File: config.mk
export PLATFORM = sky130hd
export DESIGN_NAME = fetch_pc_unit
export DESIGN_NICKNAME = d
export VERILOG_FILES = /design/src/rtl/fetch_pc_unit.sv
export SDC_FILE = /design/constraint.sdc
export NUM_CORES = 1
export LEC_CHECK = 0
export BUFFER_PORTS_ARGS = -buffer_cell sky130_fd_sc_hd__buf_2
export CORE_MARGIN = 2
export CORE_UTILIZATION = 35
export DETAILED_ROUTE_END_ITERATION = 7
export PLACE_DENSITY = 0.57
export REMOVE_ABC_BUFFERS = 1
export SETUP_SLACK_MARGIN = 0.3
export SLEW_MARGIN = 20
export SYNTH_ARGS = -nofsm -noshare
export SYNTH_HDL_FRONTEND = slang
export SYNTH_SLANG_ARGS = --single-unit
File: constraint.sdc
create_clock -name clk -period 5.05 [get_ports clk]
set_clock_uncertainty 0.15 [all_clocks]
set_input_delay 0.7575 -clock clk [delete_from_list [all_inputs] [get_ports clk]]
set_output_delay 0.7575 -clock clk [all_outputs]
set_load 0.01 [all_outputs]
File: src/rtl/fetch_pc_unit.sv
// Fetch PC with trap/mret/branch/sequential arbitration, stall-held redirects and
// misaligned-target trapping; redirect/misalign flags are registered one-cycle pulses.
module fetch_pc_unit #(
  parameter int unsigned        XLEN       = 32,
  parameter logic [XLEN-1:0]    RESET_VAL  = '0,
  parameter logic [XLEN-1:0]    TRAP_VEC   = XLEN'(32'h0000_0010),
  parameter int unsigned        STEP       = 4,
  parameter int unsigned        ALIGN_BITS = 2
) (
  input  logic            clk,
  input  logic            rst,
  input  logic            stall_i,
  input  logic            branch_i,
  input  logic [XLEN-1:0] branch_target_i,
  input  logic            trap_i,
  input  logic [XLEN-1:0] trap_pc_i,
  input  logic            mret_i,
  output logic [XLEN-1:0] pc_o,
  output logic [XLEN-1:0] epc_o,
  output logic            redirect_o,
  output logic            misalign_o
);

  typedef enum logic [0:0] {RUN = 1'b0, HELD = 1'b1} state_e;

  localparam logic [XLEN-1:0] ALIGN_MASK = XLEN'((64'd1 << ALIGN_BITS) - 64'd1);
  localparam logic [XLEN-1:0] STEP_V     = XLEN'(STEP);

  state_e          state_q, state_d;
  logic [XLEN-1:0] pc_q, pc_d;
  logic [XLEN-1:0] epc_q, epc_d;
  logic            pend_mret_q, pend_mret_d;
  logic [XLEN-1:0] pend_tgt_q, pend_tgt_d;
  logic            redirect_q, redirect_d;
  logic            misalign_q, misalign_d;

  logic            misal;
  logic            live_vld;
  logic [XLEN-1:0] live_tgt;
  logic            take_live;
  logic            sel_vld;
  logic            sel_mret;
  logic [XLEN-1:0] sel_tgt;

  always_comb begin
    misal     = branch_i && ((branch_target_i & ALIGN_MASK) != '0);
    live_vld  = mret_i || branch_i;
    live_tgt  = mret_i ? epc_q : branch_target_i;
    // A live request displaces a pending one unless it would demote a pending mret.
    take_live = live_vld && (state_q == RUN || mret_i || !pend_mret_q);
    sel_vld   = (state_q == HELD) || live_vld;
    sel_mret  = take_live ? mret_i   : pend_mret_q;
    sel_tgt   = take_live ? live_tgt : pend_tgt_q;

    pc_d        = pc_q;
    epc_d       = epc_q;
    pend_mret_d = pend_mret_q;
    pend_tgt_d  = pend_tgt_q;
    state_d     = state_q;
    redirect_d  = 1'b0;
    misalign_d  = 1'b0;

    if (trap_i) begin
      pc_d       = TRAP_VEC;
      epc_d      = trap_pc_i;
      state_d    = RUN;
      redirect_d = 1'b1;
    end else if (misal) begin
      pc_d       = TRAP_VEC;
      epc_d      = branch_target_i;
      state_d    = RUN;
      redirect_d = 1'b1;
      misalign_d = 1'b1;
    end else if (stall_i) begin
      if (sel_vld) begin
        state_d     = HELD;
        pend_mret_d = sel_mret;
        pend_tgt_d  = sel_tgt;
      end
    end else begin
      state_d = RUN;
      if (sel_vld) begin
        pc_d       = sel_tgt;
        redirect_d = 1'b1;
      end else begin
        pc_d = pc_q + STEP_V;
      end
    end
  end

  always_ff @(posedge clk or posedge rst) begin
    if (rst) begin
      state_q     <= RUN;
      pc_q        <= RESET_VAL;
      epc_q       <= '0;
      pend_mret_q <= 1'b0;
      pend_tgt_q  <= '0;
      redirect_q  <= 1'b0;
      misalign_q  <= 1'b0;
    end else begin
      state_q     <= state_d;
      pc_q        <= pc_d;
      epc_q       <= epc_d;
      pend_mret_q <= pend_mret_d;
      pend_tgt_q  <= pend_tgt_d;
      redirect_q  <= redirect_d;
      misalign_q  <= misalign_d;
    end
  end

  assign pc_o       = pc_q;
  assign epc_o      = epc_q;
  assign redirect_o = redirect_q;
  assign misalign_o = misalign_q;

endmodule

==> run metrics, run 1 <==
DRC Markers=0; largest area contributor in the netlist=dfrtp_1; Min Hold Slack=0.3194 ns; Top Layer Used=met4; Fillers=1,524; Final Critical Period=2.968 ns; via/cell ratio=5.587; Worst Tran Pin Value=0.8188 ns; XOR/XNOR Fraction of Synth Area=0; complex-gate fraction of the synthesized area=0.2349; gpl congestion=~0.84; Area growth syn-to-layout=21.38%; Routed WL=around 17,000 um; Sw Pwr=roughly 620 uW; worst skew pair latency=0.36 ns; Ports=136; drt pass-1 iters=6; all-layer global routing usage=0.2038; drt wl/cell=18.27 um; met1 wire length=7356 um; register area share after synthesis=0.4543; Setup WS pre-CTS=1.721 ns; crit end category=flip-flop; switching share of power=0.2891; vias=slightly above 5,000; Nets=776; Clk network pwr share=0.358; leakage power=3.151 nW; Setup crit start kind=input pin; most common cell in the synthesized netlist=dfrtp_1; power density cells=322.9 nW/um^2; die area=~17,000 um^2; Yosys cell types=a little over 60; share of post-route cells with drive strength above 1=0.2704; Worst-path clk slew=0.07 ns; Worst Path Required=5.13 ns; Post-CTS Setup Inserts=0; vias in the first global route=4,968; post-synthesis simple-gate area fraction=0.1581; initial antenna violation count=0; status=complete, no violations; Die Wd=approximately 130 um; Setup-failing EPs final=0; CTS sink cnt=100; Post-Synth Adder-Cell Area=0.002272; CP Max Fanout=36; Worst Setup Slack, final=2.082 ns; Max-Cap Viols=0; largest net degree at the start of global routing=53; largest cells by area after synthesis=dfrtp_1, mux2i_1, a222oi_1, nand2_1, o21ai_0; Max transition margin=0.4536; 1st-iter DRT viols=582; routed length on met3=895 um; Cells after Synth=roughly 600; total CTS buffers=9; most frequent cells after synthesis=dfrtp_1, nand2_1, o21ai_0; Post-Syn Area per Cell=~9.3 um^2; cts hold-fix bufs=0; synthesized flop and latch total=100; total power=2.158 mW; Post-synth ARST share=1.000; DIE HEIGHT=129.4 um; Cell Area, Synth=around 5500 um^2; WP data arrival=3.05 ns; share of total power in combinational logic=0.186; sequential share of power=0.456; Fmax achieved=roughly 340 MHz; YS warnings=0; CP Class=in2reg; n_diodes=0; number of enable flip-flop cells after synthesis=0; global-route wire length before repair=26,540 um; top cell type's share of synthesized area=0.4543; metal2 WL=8221 um; P_int=roughly 1.5 mW; period utilization=0.5878; final hold vios=0; mux share of post-synthesis cell area=0.08678; CTS tree=done; Longest Clk Path Bufs=2; root buffer cell=clkbuf_16; core box area=about 15,000 um^2; Post-DRT Antenna Nets=0; Hold Path Class=in2async; Detail Placement HPWL=11,500 um; RSZ-0062 raised after global routing=no; peak supply drop=158.8 uV; Max H-tree Level=3; fin. max-slew vios=0; port bufs=135; main combinational cell family by area after synthesis=compound AO/OA/AOI/OAI gates; Rows=45; total gr overflow=0; initial core utilization=0.3596; Synth Flop Type=dfrtp_1; Setup TNS=0 ns; post-cts resize count=0
==> placed cells by master (no fill, tap or decap), types with 3 or more instances in the layout <==
cell / count
buf_4: 13
mux2_1: 4
mux2_2: 10
nor3_1: 26
and3_1: 7
mux2i_1: 32
nand4_1: 10
o22ai_1: 8
o21ai_1: 17
o211ai_1: 6
nor4_1: 4
a31oi_1: 5
buf_2: 135
a211oi_1: 8
clkbuf_16: 9
inv_1: 34
nand3_1: 9
a32o_1: 3
a222oi_1: 30
o21ai_0: 47
nand2_1: 73
dfrtp_1: 100
nor2_1: 13
or3_1: 8
a21oi_1: 37
==> critical path, cell delays in order <==
cell      delay (ns)
buf_2           0.16
nor3_4          0.19
buf_4           0.38
or4_1           0.68
nand2b_4        0.50
mux2_1          0.36
==> sequential cells by signal (all words and copies together) (netlist names) <==
signal,cells
epc_o,32
pc_o,32
pend_tgt_q,32
misalign_o,1
pend_mret_q,1
redirect_o,1
state_q,1
==> cell type report <==
cell class | instances | area (um^2) | share of cell area
Tap cell | 211 | 264.0 | 0.03949
Clock buffer | 13 | 260.3 | 0.03893
Multi-Input combinational cell | 409 | 2675 | 0.4002
Sequential cell | 100 | 2502 | 0.3743
Inverter | 37 | 141.4 | 0.02115
Clock inverter | 3 | 68.82 | 0.01029
Timing Repair Buffer | 148 | 773.2 | 0.1157
==> routing by layer <==
layer / up-vias / GRT usage
li1: 2439 / -
met1: 2525 / 0.2720
met2: 160 / 0.3372
met3: 22 / 0.02519
met4: 0 / 0.08349
met5: - / 0
==> metrics by stage <==
stage	std cells	util	instance area [um^2]
final	921	0.4365	6685
after floorplan	546	-	5296
after global routing	921	0.4365	6685
after global placement	905	0.4150	6356
after detailed placement	905	0.4150	6356
after CTS	921	0.4365	6685
==> power groups by stage <==
stage / Clock, mW / Sequential [mW] / Combinational [mW]
floorplan: 0 / 0.999 / 0.215
global placement: 0 / 0.993 / 0.393
detailed placement: 0 / 0.998 / 0.403
CTS: 0.786 / 0.984 / 0.404
global route: 0.820 / 1.00 / 0.452
finish: 0.773 / 0.985 / 0.400
==> final timing paths <==
| path | start | to | slack (ns) | depth (start not counted) |
|---|---|---|---|---|
| worst min-delay path | rst | misalign_o$_DFF_PP0_ | 0.32 | 2 |
| worst max-delay path | branch_i | pend_mret_q$_DFFE_PP0P_ | 2.08 | 6 |
| worst max register to register | state_q$_DFFE_PP0P_ | pend_mret_q$_DFFE_PP0P_ | 2.25 | 5 |
| worst min register to register | pend_tgt_q[16]$_DFFE_PP0P_ | pend_tgt_q[16]$_DFFE_PP0P_ | 0.33 | 2 |
| max in group asynchronous | rst | pend_tgt_q[26]$_DFFE_PP0P_ | 3.30 | 3 |
| min in group clk | pend_tgt_q[16]$_DFFE_PP0P_ | pend_tgt_q[16]$_DFFE_PP0P_ | 0.33 | 2 |
==> cell families after synthesis <==
group                      after synthesis
DFF                                    100
AOI/OAI and AO/OA                      190
muxes                                   46
adders and majority gates                1
and+or+nand+nor                        172
buffers and inverters                   86
No activity file was read; power rests on OpenSTA's default activity.
==> run 2, diff against run 1 <==
--- a/config.mk
+++ b/config.mk
@@ -5,11 +5,12 @@
 export SDC_FILE = /design/constraint.sdc
 export NUM_CORES = 1
 export LEC_CHECK = 0
+export ABC_AREA = 1
 export BUFFER_PORTS_ARGS = -buffer_cell sky130_fd_sc_hd__buf_2
 export CORE_MARGIN = 2
 export CORE_UTILIZATION = 35
 export DETAILED_ROUTE_END_ITERATION = 7
-export PLACE_DENSITY = 0.57
+export PLACE_DENSITY = 0.59
 export REMOVE_ABC_BUFFERS = 1
 export SETUP_SLACK_MARGIN = 0.3
 export SLEW_MARGIN = 20
==> constraint.sdc (replaced) <==
create_clock -name clk -period 2.7 [get_ports clk]
set_clock_uncertainty 0.15 [all_clocks]
set_input_delay 0.405 -clock clk [delete_from_list [all_inputs] [get_ports clk]]
set_output_delay 0.405 -clock clk [all_outputs]
set_load 0.01 [all_outputs]
==> run 2 against run 1 <==
Combinational power rose by 82%; routed wire length fell by 0.96%; sequential share of layout area fell by 2.1 points; final area rose by 5.8%; sequential cell count did not move; global-route usage fell by 1.3 points; synthesized cell count rose by 47%; synthesized area rose by 7.2%; clock power rose by 80%; cell count rose by 32%; clock-buffer cell count fell by 1; largest cell class unchanged.
==> run metrics, run 2 <==
critical path startpoint=pc_o[3]$_DFFE_PP0P_; post-cts resize count=0 (unchanged); WP data arrival=2.04 ns (-1.01 ns); peak supply drop=315.2 uV (+98%); most frequent cells after synthesis=nand2_1, dfrtp_1, inv_1; total CTS buffers=9 (unchanged); Worst-path clk slew=0.07 ns (about the same); RSZ-0062 raised after global routing=no; Setup WS pre-CTS=0.5437 ns (-1.177 ns); initial core utilization=0.3572 (-0.002406); Area growth syn-to-layout=19.86%; most frequent cells in the layout=nand2_1, buf_2, dfrtp_1; largest net degree at the start of global routing=101 (+91%); Setup-failing EPs final=0 (unchanged); 1st-iter DRT viols=300 (-48%); Cell Area, Synth=5903 um^2 (+7.2%); vias=5,769 (+12%); drt wl/cell=13.69 um (-25%); global-route wire length before repair=27,460 um (+3.4%); register area share after synthesis=0.4239 (-0.03043); drt pass-1 iters=5 (-1); Detail Placement HPWL=11,860 um (+3.1%); Max transition margin=0.6258 (+0.1722); crit end category=flip-flop; final hold vios=0 (unchanged); share of post-route cells with drive strength above 1=0.1795 (-0.09088); Synth Flop Type=dfrtp_1; Final Core Density=0.4282 (-0.008338); Rows=47 (+4.4%); Max H-tree Level=3 (unchanged); vias in the first global route=5,479 (+10%); DIE HEIGHT=133.9 um (+3.4%); largest area contributor in the netlist=dfrtp_1; Worst Tran Pin Value=0.5614 ns (-0.2574 ns); Die Wd=133.9 um (+3.4%); all-layer global routing usage=0.1911 (-0.01271); r2r startpoint=pc_o[3]$_DFFE_PP0P_; cts hold-fix bufs=0 (unchanged); top cell type's share of synthesized area=0.4239 (-0.03043); total gr overflow=0 (unchanged); leakage power=3.619 nW (+15%); root buffer cell=clkbuf_16; CTS tree=done; most common cell in the synthesized netlist=nand2_1; status=complete, no violations; Hold Path Class=in2async; fin. max-slew vios=0 (unchanged); Yosys cell types=27 (-56%); core box area=16,520 um^2 (+7.9%); Sw Pwr=1.173 mW (+88%); Min Hold Slack=0.02192 ns (-0.2974 ns); Clk network pwr share=0.354 (-0.004); via/cell ratio=4.740 (-15%); Post-synth ARST share=1.000 (unchanged); CP Class=reg2reg; Cells after Synth=875 (+47%); Ports=136 (unchanged); total placed instance area=6764 um^2 (+6.4%); P_int=2.739 mW (+79%); Fmax achieved=about 510 MHz; Final Critical Period=between 1.5 and 2 ns; period utilization=0.7218; reg2reg path depth=10 (+5); worst skew pair latency=0.35 ns (about the same); CP Max Fanout=6 (-83%); power density cells=553.0 nW/um^2 (+71%); DRC Markers=0 (unchanged); die area=17,920 um^2 (+7.0%); port bufs=135 (unchanged); n_diodes=0 (unchanged); Longest Clk Path Bufs=2 (unchanged); largest cells by area after synthesis=dfrtp_1, nand2_1, o21ai_0, inv_1, nand3_1; Post-DRT Antenna Nets=0 (unchanged); switching share of power=0.2999 (+0.01082); Post-CTS Setup Inserts=0 (unchanged); sequential share of power=0.459 (+0.003); Setup crit start kind=flip-flop; share of total power in combinational logic=0.187 (about the same); initial antenna violation count=0 (unchanged); Max-Cap Viols=0 (unchanged); synthesized flop and latch total=100 (unchanged); Worst Path Required=2.79 ns (-2.34 ns); gpl congestion=0.8775 (+4.4%); Nets=1,064 (+37%); leading cell type in the layout, fill and taps excluded=nand2_1; CTS sink cnt=100 (unchanged); Final Cell Area=7076 um^2 (+5.8%); YS warnings=0 (unchanged); Worst Setup Slack, final=0.7511 ns (-1.330 ns); Post-Syn Area per Cell=6.746 um^2 (-27%); number of enable flip-flop cells after synthesis=0 (unchanged); Routed WL=16,670 um (-0.96%)
-- run 2: cell count changes after synthesis, sizes merged, moves of 32 or more --
cell,delta
nor2,+32
nand2,+308
nand3,+49
o211ai,+33
a21oi,-36
inv,+61
mux2i,-32
-- run 2: kinds of logic (layout without fill, tap and decap cells) --
logic type                 after synthesis  in the layout  synth area share
DFF                                    100            100            0.4239
AOI/OAI and AO/OA                      134            134            0.1310
adders and majority gates                1              1          0.002119
buffers and inverters                  139            261           0.09644
xor gates and xnor gates                 7              7           0.01039
and+or+nand+nor                        494            494            0.3362
-- run 2: cell type report --
type	instances	area (um^2)
fillers	1735	9449
flip-flops and latches	100	2502
clock buffers	12	266.5
inverters	99	376.6
repair buffers	147	778.2
clock inverters	3	45.04
well taps	220	275.3
multi-input cells	636	2831
-- run 2: through the flow --
stage | power (mW) | setup TNS (ns) | std cells
after floorplan | 2.246 | -47.38 | 835
after global placement | 2.552 | 0 | 1202
after detailed placement | 2.564 | 0 | 1202
after CTS | 3.945 | 0 | 1217
after global routing | 4.128 | 0 | 1217
final | 3.912 | 0 | 1217
-- run 2: routing by layer --
layer	global-route usage	wire (um)
met1	0.2653	8060
met2	0.3137	7721
met3	0.02343	673
met4	0.05674	209
met5	0	0
-- run 2: path summary, 6_finish.rpt --
path / end / slack (ns)
worst max-delay path: pc_o[26]$_DFFE_PP0P_ / 0.75
worst min-delay path: epc_o[10]$_DFFE_PP0P_ / 0.02
worst max register to register: pc_o[26]$_DFFE_PP0P_ / 0.75
worst min register to register: pend_tgt_q[23]$_DFFE_PP0P_ / 0.35
max in group asynchronous: pend_tgt_q[31]$_DFFE_PP0P_ / 1.96
min in group clk: epc_o[17]$_DFFE_PP0P_ / 0.13
-- run 2: critical path: stages (launching register included) --
cell and delay, ns:
dfrtp_1 0.40, ha_1 0.17, nand2_1 0.09, nor2_2 0.16, nand2_1 0.22, nor2_1 0.32
nand2_1 0.08, nand2_1 0.06, nand3_1 0.06, nand2_1 0.06, nand2_1 0.05
-- run 2: power by group through the flow --
stage	clock [mW]	combinational, mW	sequential (mW)
CTS	1.40	0.744	1.80
floorplan	0	0.409	1.84
detailed placement	0	0.740	1.82
finish	1.39	0.730	1.80
global placement	0	0.729	1.82
global route	1.46	0.845	1.82
==> run 3, diff against run 2 <==
--- a/config.mk
+++ b/config.mk
@@ -5,12 +5,12 @@
 export SDC_FILE = /design/constraint.sdc
 export NUM_CORES = 1
 export LEC_CHECK = 0
-export ABC_AREA = 1
+export ABC_AREA = 0
 export BUFFER_PORTS_ARGS = -buffer_cell sky130_fd_sc_hd__buf_2
 export CORE_MARGIN = 2
 export CORE_UTILIZATION = 35
 export DETAILED_ROUTE_END_ITERATION = 7
-export PLACE_DENSITY = 0.59
+export PLACE_DENSITY = 0.57
 export REMOVE_ABC_BUFFERS = 1
 export SETUP_SLACK_MARGIN = 0.3
 export SLEW_MARGIN = 20
==> constraint.sdc (replaced) <==
create_clock -name clk -period 1.8 [get_ports clk]
set_clock_uncertainty 0.15 [all_clocks]
set_input_delay 0.27 -clock clk [delete_from_list [all_inputs] [get_ports clk]]
set_output_delay 0.27 -clock clk [all_outputs]
set_load 0.01 [all_outputs]
==> run 3 against run 2 <==
The flow now finishes with violations (negative setup slack); fmax is 13% lower; non-clock buffer count rose by 193; cell count down 8.5%; clock power rose by 45%; sequential share of layout area down 8.8 points; sequential power rose by 56%; critical endpoint is now pc_o[22]$_DFFE_PP0P_.
==> run metrics, run 3 (synthesized netlist as in run 1, its figures left out) <==
vias in the first global route=6,011 (+9.7%); most frequent cells in the layout=buf_2, dfrtp_1, buf_4; Longest Clk Path Bufs=2 (unchanged); failing checks=negative setup slack; all-layer global routing usage=0.2581 (+0.06706); period utilization=1.238 (+0.5161); Worst Setup Slack, final=-0.4282 ns (-1.179 ns); Ports=136 (unchanged); fin. max-slew vios=0 (unchanged); vias=6,205 (+7.6%); DIE HEIGHT=129.4 um (-3.3%); CP Class=reg2reg; Fmax achieved=448.8 MHz (-13%); peak supply drop=460.5 uV (+46%); r2r startpoint=pc_o[3]$_DFFE_PP0P_; switching share of power=0.3049 (+0.004967); critical path startpoint=pc_o[3]$_DFFE_PP0P_; total power=6.778 mW (+73%); share of total power in combinational logic=0.290 (+0.103); Setup crit start kind=flip-flop; Post-DRT Antenna Nets=0 (unchanged); Area growth syn-to-layout=70.81%; 1st-iter DRT viols=559 (+86%); via/cell ratio=5.575 (+18%); Routed WL=21,850 um (+31%); CTS sink cnt=100 (unchanged); crit end category=flip-flop; worst skew pair latency=0.36 ns (about the same); Final Critical Period=2.228 ns (+0.2793 ns); P_int=4.711 mW (+72%); CP Max Fanout=5 (-1); global-route wire length before repair=33,160 um (+21%); reg2reg path depth=8 (-2); status=complete, but fails checks; final hold vios=0 (unchanged); root buffer cell=clkbuf_16; DRC Markers=0 (unchanged); Final Cell Area=9408 um^2 (+33%); Final Core Density=0.6143 (+0.1861); WP data arrival=2.35 ns (+0.31 ns); leakage power=4.500 nW (+24%); Hold Path Class=in2reg; Nets=968 (-9.0%); RSZ-0062 raised after global routing=yes; total placed instance area=7209 um^2 (+6.6%); total CTS buffers=9 (unchanged); leading cell type in the layout, fill and taps excluded=buf_2; Min Hold Slack=0.002346 ns (-0.01958 ns); Max transition margin=0.6160 (-0.009792); Rows=45 (-4.3%); Sw Pwr=2.066 mW (+76%); largest net degree at the start of global routing=62 (-39%); share of post-route cells with drive strength above 1=0.4878 (+0.3083); Setup WS pre-CTS=-0.4122 ns (-0.9558 ns); Detail Placement HPWL=13,580 um (+14%); CTS tree=done; Max H-tree Level=3 (unchanged); port bufs=135 (unchanged); power density cells=720.4 nW/um^2 (+30%); core box area=15,310 um^2 (-7.3%); die area=16,760 um^2 (-6.5%); Setup-failing EPs final=59 (+59); initial antenna violation count=0 (unchanged); total gr overflow=0 (unchanged); crit path capture=pc_o[22]$_DFFE_PP0P_; gpl congestion=0.8819 (+0.50%); RR Endpoint=pc_o[22]$_DFFE_PP0P_; R2R setup slack=-0.43 ns (-1.18 ns); Die Wd=129.4 um (-3.3%); drt pass-1 iters=6 (+1); Worst Path Required=1.92 ns (-0.87 ns); Worst-path clk slew=0.07 ns (about the same); Worst Tran Pin Value=0.5700 ns (+0.008663 ns); drt wl/cell=19.63 um (+43%); initial core utilization=0.3596 (+0.002406); Clk network pwr share=0.298 (-0.056); sequential share of power=0.413 (-0.046); Max-Cap Viols=0 (unchanged); n_diodes=0 (unchanged)
-- run 3: cell types whose count changed in the layout (fill, tap and decap cells not counted), moves of 53 or more --
cell / previous run / this run
buf_4: 11 / 92
buf_6: 0 / 53
inv_1: 93 / 34
nand2_1: 378 / 44
nand3_1: 59 / 6
o21ai_0: 80 / 23
-- run 3: worst min-delay path by stage --
stage                        startpoint               endpoint  slack, ns  cells after the start
CTS                 branch_target_i[26]  epc_o[26]$_DFFE_PP0P_     0.0002                      3
finish                     trap_pc_i[5]   epc_o[5]$_DFFE_PP0P_      0.002                      3
global route        branch_target_i[27]  epc_o[27]$_DFFE_PP0P_       0.01                      3
floorplan                        trap_i   epc_o[0]$_DFFE_PP0P_       0.23                      1
detailed placement                  rst   misalign_o$_DFF_PP0_      0.009                      2
global placement                    rst   misalign_o$_DFF_PP0_      0.009                      2
-- run 3: layout make-up --
| type | instances | area, um^2 |
|---|---|---|
| fill | 1272 | 5907 |
| multi-input combinational | 409 | 3239 |
| timing repair buffer | 340 | 2944 |
| sequential | 100 | 2502 |
| tap | 211 | 264.0 |
| clock buffer | 12 | 256.5 |
| inverter | 37 | 153.9 |
| clock inverter | 4 | 47.55 |
-- run 3: critical path, cell delays in order, from the launching register on --
cell and delay, ns:
dfrtp_1 0.37, ha_2 0.19, nand3_2 0.08, or4_4 0.60, buf_12 0.18, buf_12 0.13
o31ai_4 0.19, a21oi_2 0.10, a211oi_2 0.16
-- run 3: metal layers --
layer	vias to the layer above	wire, um	GRT usage
li1	2835	-	-
met1	3070	9065	0.3452
met2	264	10780	0.4285
met3	36	1514	0.04335
met4	0	492	0.08412
met5	-	0	0
-- run 3: stage by stage --
stage                     cells  TNS (ns)
after floorplan             546   -201.97
after global placement     1002    -12.65
after detailed placement   1002    -15.70
after CTS                  1104    -10.19
after global routing       1113    -17.47
final                      1113    -12.97
-- run 3: repair_timing --
action,CTS,global route
hold buffers,41,0
pin swaps,59,34
gates cloned,13,0
endpoints found under the setup margin,102,84
setup buffers,32,9
endpoints found under the hold margin,125,0
gates resized for setup,163,83
-- run 3: power groups by stage --
stage / clock network [mW] / registers, mW / logic [mW]
after floorplan: 0 / 2.80 / 0.604
after global placement: 0 / 2.74 / 1.36
after detailed placement: 0 / 2.76 / 1.39
after CTS: 2.06 / 2.74 / 1.79
after global routing: 2.15 / 2.83 / 2.12
final: 2.02 / 2.80 / 1.97
